### src/rtl/ts_carpici_pkg.sv
// Shared constants for the ts_carpici multiplier: RV32M operation codes and default sizing.
package ts_carpici_pkg;

   localparam int unsigned SOZCUK_GENISLIGI_BIT      = 32;
   localparam int unsigned VARSAYILAN_HER_CEVRIM_BIT = 2;

   typedef enum logic [1:0] {
      IslemMul    = 2'b00,
      IslemMulh   = 2'b01,
      IslemMulhsu = 2'b10,
      IslemMulhu  = 2'b11
   } islem_e;

endpackage

### src/rtl/ts_carpici_adim.sv
// Combinational R-step shift-add slice: each step conditionally adds |a| into the high half,
// then shifts {acc, b} right by one. The carry lives in the W+1-bit sum and is shifted back in.
module ts_carpici_adim
   import ts_carpici_pkg::*;
#(
   parameter int unsigned Genislik = SOZCUK_GENISLIGI_BIT,
   parameter int unsigned AdimBit  = VARSAYILAN_HER_CEVRIM_BIT
) (
   input  logic [Genislik-1:0] acc_i,
   input  logic [Genislik-1:0] b_i,
   input  logic [Genislik-1:0] a_i,
   output logic [Genislik-1:0] acc_o,
   output logic [Genislik-1:0] b_o
);

   logic [Genislik-1:0] acc_t;
   logic [Genislik-1:0] b_t;
   logic [Genislik:0]   toplam;

   always_comb begin
      acc_t  = acc_i;
      b_t    = b_i;
      toplam = '0;
      for (int i = 0; i < int'(AdimBit); i++) begin
         toplam = b_t[0] ? ({1'b0, acc_t} + {1'b0, a_i}) : {1'b0, acc_t};
         b_t    = {toplam[0], b_t[Genislik-1:1]};
         acc_t  = toplam[Genislik:1];
      end
      acc_o = acc_t;
      b_o   = b_t;
   end

endmodule

### src/rtl/ts_carpici.sv
// Multi-cycle RV32M multiplier (MUL/MULH/MULHSU/MULHU) with a basla/hazir handshake.
// Optional CARPMA_ERKEN_BITIS_EN: finish early once the remaining multiplier bits are all zero.
module ts_carpici
   import ts_carpici_pkg::*;
#(
   parameter int unsigned SOZCUK_GENISLIGI      = SOZCUK_GENISLIGI_BIT,
   parameter int unsigned CARPMA_HER_CEVRIM_BIT = VARSAYILAN_HER_CEVRIM_BIT
) (
   input  logic                        clk_i,
   input  logic                        rst_i,
   input  logic [SOZCUK_GENISLIGI-1:0] carpilan_i,
   input  logic [SOZCUK_GENISLIGI-1:0] carpan_i,
   input  logic [1:0]                  islem_i,
   input  logic                        basla_i,
   output logic [SOZCUK_GENISLIGI-1:0] sonuc_o,
   output logic                        mesgul_o,
   output logic                        hazir_o
);

   localparam int unsigned W          = SOZCUK_GENISLIGI;
   localparam int unsigned AdimSayisi = W / CARPMA_HER_CEVRIM_BIT;
   localparam int unsigned SayacW     = $clog2(AdimSayisi + 1);

   logic [SayacW-1:0] sayac_q, sayac_d;
   logic [W-1:0]      acc_q, acc_d, b_q, b_d, a_q, a_d, sonuc_q, sonuc_d;
   islem_e            islem_q, islem_d;
   logic              isaret_q, isaret_d, hazir_q, hazir_d;

   islem_e       islem_in;
   logic         a_neg, b_neg, sifir;
   logic [W-1:0] a_mag, b_mag;

   // Magnitude prep; -2^(W-1) negates to itself, which is the correct unsigned magnitude.
   always_comb begin
      islem_in = islem_e'(islem_i);
      a_neg    = carpilan_i[W-1] && (islem_in == IslemMulh || islem_in == IslemMulhsu);
      b_neg    = carpan_i[W-1] && (islem_in == IslemMulh);
      a_mag    = a_neg ? (~carpilan_i + 1'b1) : carpilan_i;
      b_mag    = b_neg ? (~carpan_i + 1'b1) : carpan_i;
      sifir    = (carpilan_i == '0) || (carpan_i == '0);
   end

   logic [W-1:0] acc_n, b_n;

   ts_carpici_adim #(
      .Genislik (W),
      .AdimBit  (CARPMA_HER_CEVRIM_BIT)
   ) u_adim (
      .acc_i (acc_q),
      .b_i   (b_q),
      .a_i   (a_q),
      .acc_o (acc_n),
      .b_o   (b_n)
   );

   logic           son;
   logic [2*W-1:0] carpim, carpim_s;

`ifdef CARPMA_ERKEN_BITIS_EN
   int unsigned  kalan;
   logic [W-1:0] maske;

   // After this cycle's steps the low 'kalan' bits of b_n are the still-unprocessed multiplier bits.
   always_comb begin
      kalan  = 32'(sayac_q - 1'b1) * CARPMA_HER_CEVRIM_BIT;
      maske  = (W'(1) << kalan) - W'(1);
      son    = (sayac_q == SayacW'(1)) || ((b_n & maske) == '0);
      carpim = {acc_n, b_n} >> kalan;
   end
`else
   always_comb begin
      son    = (sayac_q == SayacW'(1));
      carpim = {acc_n, b_n};
   end
`endif

   always_comb begin
      sayac_d  = sayac_q;
      acc_d    = acc_q;
      b_d      = b_q;
      a_d      = a_q;
      islem_d  = islem_q;
      isaret_d = isaret_q;
      sonuc_d  = sonuc_q;
      hazir_d  = 1'b0;
      carpim_s = isaret_q ? (~carpim + 1'b1) : carpim;

      if (sayac_q == '0) begin
         if (basla_i) begin
            // A zero operand runs a single cycle on an all-zero datapath.
            sayac_d  = sifir ? SayacW'(1) : SayacW'(AdimSayisi);
            acc_d    = '0;
            b_d      = sifir ? '0 : b_mag;
            a_d      = a_mag;
            islem_d  = islem_in;
            isaret_d = ~sifir & (a_neg ^ b_neg);
         end
      end else if (son) begin
         sayac_d  = '0;
         hazir_d  = 1'b1;
         sonuc_d  = (islem_q == IslemMul) ? carpim_s[W-1:0] : carpim_s[2*W-1:W];
         acc_d    = '0;
         b_d      = '0;
         isaret_d = 1'b0;
      end else begin
         sayac_d = sayac_q - 1'b1;
         acc_d   = acc_n;
         b_d     = b_n;
      end
   end

   always_ff @(posedge clk_i) begin
      if (rst_i) begin
         sayac_q  <= '0;
         acc_q    <= '0;
         b_q      <= '0;
         a_q      <= '0;
         islem_q  <= IslemMul;
         isaret_q <= 1'b0;
         sonuc_q  <= '0;
         hazir_q  <= 1'b0;
      end else begin
         sayac_q  <= sayac_d;
         acc_q    <= acc_d;
         b_q      <= b_d;
         a_q      <= a_d;
         islem_q  <= islem_d;
         isaret_q <= isaret_d;
         sonuc_q  <= sonuc_d;
         hazir_q  <= hazir_d;
      end
   end

   assign sonuc_o  = sonuc_q;
   assign hazir_o  = hazir_q;
   assign mesgul_o = (sayac_q != '0);

endmodule

### config.mk
export PLATFORM = sky130hd
export DESIGN_NAME = ts_carpici
export DESIGN_NICKNAME = d
export VERILOG_FILES = /design/src/rtl/ts_carpici_pkg.sv /design/src/rtl/ts_carpici_adim.sv /design/src/rtl/ts_carpici.sv
export SDC_FILE = /design/constraint.sdc
export NUM_CORES = 1
export LEC_CHECK = 0
export ABC_CLOCK_PERIOD_IN_PS = 8600
export BUFFER_PORTS_ARGS = -buffer_cell sky130_fd_sc_hd__clkbuf_2
export CAP_MARGIN = 20
export CORE_MARGIN = 2
export CORE_UTILIZATION = 50
export CTS_BUF_LIST = sky130_fd_sc_hd__clkbuf_2 sky130_fd_sc_hd__clkbuf_4 sky130_fd_sc_hd__clkbuf_8
export DETAILED_ROUTE_END_ITERATION = 6
export PLACE_DENSITY = 0.68
export SYNTH_ARGS = -nofsm -noshare
export SYNTH_HDL_FRONTEND = slang
export SYNTH_SLANG_ARGS = --single-unit
### constraint.sdc
create_clock -name clk_i -period 8.6 [get_ports clk_i]
set_input_delay 0.86 -clock clk_i [delete_from_list [all_inputs] [get_ports clk_i]]
set_output_delay 0.86 -clock clk_i [all_outputs]
set_load 0.1 [all_outputs]
==> results.json <==
{
  "status": "complete, but fails checks",
  "violations": "design-rule violations",
  "die_area_um2": 28650,
  "async_reset_ff_frac": 0,
  "combPwrFrac": 0.696,
  "timing.rr.start": "a_q[14]$_SDFFE_PP0P_",
  "track_usage": 0.3376,
  "rr_worst_depth": 19,
  "report.final.hold_viol_count": 0,
  "grt_setup_unrepaired": "false",
  "maxSlewHeadroom": 0.3298,
  "pre_cts_ws_ns": 2.099,
  "post_cts_buffers": 0,
  "fin_worst_skew_ns": 0.02269,
  "ir_drop_mv": 0.4389,
  "drc": 2,
  "cp.depth": 19,
  "vias_per_cell": 6.623,
  "area_delta_synth_final_pct": 6.412,
  "endpoint_kind": "flop",
  "start_util": 0.5082,
  "cts_resized": 0,
  "ff2ff_setup_slack_ns": 1.89,
  "finalCritPeriodShare": 0.7803,
  "io_pins": 103,
  "synth-seq-cells": 137,
  "r2r_end": "sonuc_o[26]$_SDFFE_PP0P_",
  "drv_cap": 0,
  "criticalPathCategory": "flop to flop",
  "setup_tns_ns": 0,
  "cts_tree": "done",
  "hpwlAfterDp_mm": 37.30,
  "synth_top_area_share": 0.2008,
  "cp_max_fo": 10,
  "root_buffer": "clkbuf_8",
  "core_area_um2": 26880,
  "timing.final.ws_setup_ns": 1.890,
  "numPortBuffers": 102,
  "synthTopCellsByArea": "dfxtp_1, nor2_1, ha_1, a21oi_1, nand2_1",
  "cp_top_family": "compound AO/OA/AOI/OAI gates",
  "drv_slew": 0,
  "wl_per_cell_um": 22.00,
  "hp-class": "flop to flop",
  "clk_latency_ns": 0.50,
  "path_buf_inv": 0,
  "p_per_area_nw_per_um2": 405.5,
  "die_w_um": 169.3,
  "syn_inst": 1873,
  "yosysTopAreaCell": "dfxtp_1",
  "ant_nets": 0,
  "clock_path_buffers": 2,
  "cts_buffers": 17,
  "p_int_w": 0.002481,
  "hold_buffers": 0,
  "startpoint": "a_q[14]$_SDFFE_PP0P_",
  "synthesis.nets": 2014,
  "worstSetupStartpointType": "flop",
  "routed_wl_mm": 49.18,
  "htree_levels": 4,
  "grt_overflow_total": 0,
  "synth_edf_count": 0,
  "first_pass_iters": 7,
  "clk_pin_slew_ns": 0.09,
  "syn_area_um2": 13660,
  "grt_pass1_wl_mm": 75.67,
  "setup_viol": 0,
  "placementRows": 60,
  "synth-main-ff-cell": "dfxtp_1",
  "p_seq_frac": 0.205,
  "tightest_slew_ns": 1.003,
  "vias": 14810,
  "nNetsFinal": 2023,
  "critical-path-slowest-cell": "a2111oi_2",
  "switchingPower_w": 0.003413,
  "die_h_um": 169.3,
  "period_needed_ns": 6.710,
  "grt_start_max_net_pins": 89,
  "antenna_found_initial": 0,
  "crit_required_ns": 9.01,
  "first_iter_violations": 1378,
  "max_freq_ghz": 0.1490,
  "antenna_cells": 0,
  "place.gp.congestion": 0.9886,
  "cp.arrival_ns": 7.12,
  "max_stage_delay_ns": 0.77,
  "ys_warn_count": 0,
  "swShare": 0.5791,
  "synth_area_per_cell_um2": 7.292,
  "crit_path_cell_trace": "ha_1, nand4_1, or3_1, a2111oi_2, nor3_1, xnor2_1, a21o_1, ha_1, a21oi_1, o21ai_1, a221oi_1, o21ai_1, a31oi_1, xnor2_1, o2bb2ai_1, or4b_1, or4_1, nand3b_4, a311oi_2",
  "leakage_nw": 5.622,
  "drive_gt1_frac": 0.1103,
  "cts_sinks": 137,
  "synth_cell_types": 101,
  "pwr-share-clk": 0.099,
  "worstHoldStart": "sonuc_o[15]$_SDFFE_PP0P_",
  "cp-endpoint": "sonuc_o[26]$_SDFFE_PP0P_",
  "ys_seq_area_frac": 0.2008,
  "grt_pass1_vias": 13471
}
## kinds of logic (layout without fill, tap and decap cells)
group / after synthesis / after routing / synth area share
AND/OR/NAND/NOR: 726 / 726 / 0.2597
AO/OA/AOI/OAI: 614 / 614 / 0.3119
buffers and inverters: 170 / 192 / 0.05707
flip-flops: 137 / 137 / 0.2008
XOR/XNOR: 117 / 117 / 0.07503
adder cells (fa/ha/maj): 72 / 72 / 0.06706
multiplexers: 37 / 37 / 0.02840
## per-layer routing
metal  vias to the layer above  routed length (um)  global-route usage
met1                      6999               21650              0.4578
met3                       109                3441             0.04221
met5                         -                   0                   0
li1                       7078                   -                   -
met4                         0                2016              0.1453
met2                       624               22070              0.5402
## layout by cell type, fill, tap and decap left out, types with 28 or more instances in the layout
cell / instances
dfxtp_1: 135
xor2_1: 49
clkbuf_2: 101
inv_1: 42
a211oi_1: 51
nor3_1: 84
o21ai_0: 84
a221oi_1: 35
nand3_1: 29
a21oi_1: 144
a22oi_1: 28
nor2_1: 234
or3_1: 29
xnor2_1: 68
nand2_1: 164
ha_1: 70
## worst min path at each step
stage                     slack (ns)  cells after the start                       end
after detailed placement        0.44                      2  sonuc_o[15]$_SDFFE_PP0P_
after floorplan                 0.45                      2   islem_q[0]$_SDFFE_PP0P_
after global routing            0.47                      2  sonuc_o[20]$_SDFFE_PP0P_
after global placement          0.43                      2  sonuc_o[27]$_SDFFE_PP0P_
final                           0.45                      2  sonuc_o[15]$_SDFFE_PP0P_
after CTS                       0.46                      2  sonuc_o[15]$_SDFFE_PP0P_
## area by class of cell
cell class                      instances  area (um^2)
Clock inverter                         14        158.9
Sequential cell                       137         2745
Fill cell                            2679        12340
Timing Repair Buffer                  116        618.1
Multi-Input combinational cell       1566        10170
Inverter                               44        165.2
Tap cell                              341        426.7
Clock buffer                           18        247.7
## Yosys cell counts (28+ instances only)
cell type	n
ha_1	70
inv_1	42
nor2_1	237
a221oi_1	35
or3_1	29
nor3_1	84
nand2_1	164
nand3_1	29
o21ai_0	84
a211oi_1	51
xnor2_1	68
xor2_1	49
a21oi_1	144
dfxtp_1	137
a22oi_1	28
clkbuf_1	98
## registers in the layout, summed over array words and instances, names as in the netlist
name and count:
acc_q 32, a_q 32, b_q 32, sonuc_o 32, hazir_o 1, isaret_q 1, sayac_q 5, islem_q 2
## worst reg2reg max path: stages, from the launching register on
cell	delay, ns
dfxtp_1	0.38
ha_1	0.49
nand4_1	0.22
or3_1	0.51
a2111oi_2	0.77
nor3_1	0.13
xnor2_1	0.35
a21o_1	0.18
ha_1	0.32
a21oi_1	0.32
o21ai_1	0.20
a221oi_1	0.41
o21ai_1	0.09
a31oi_1	0.38
xnor2_1	0.16
o2bb2ai_1	0.23
or4b_1	0.52
or4_1	0.54
nand3b_4	0.18
a311oi_2	0.27
## through the flow
step	cell area (um^2)	hold slack, ns	power (W)	util	instances
2_1_floorplan	13660	0.4517	0.004107	-	1873
3_3_place_gp	14130	0.4317	0.005181	0.5257	2204
3_5_place_dp	14130	0.4439	0.005218	0.5257	2204
4_1_cts	14530	0.4559	0.005807	0.5408	2236
5_1_grt	14530	0.4708	0.006281	0.5408	2236
6_report	14530	0.4533	0.005894	0.5408	2236
## power groups by stage
stage	sequential (W)	combinational (W)	clock (W)
global route	0.00122	0.00445	0.000612
finish	0.00121	0.00410	0.000584
floorplan	0.00119	0.00292	0
detailed placement	0.00121	0.00401	0
CTS	0.00119	0.00403	0.000589
global placement	0.00120	0.00398	0
Power figures use the tool's default switching activity.
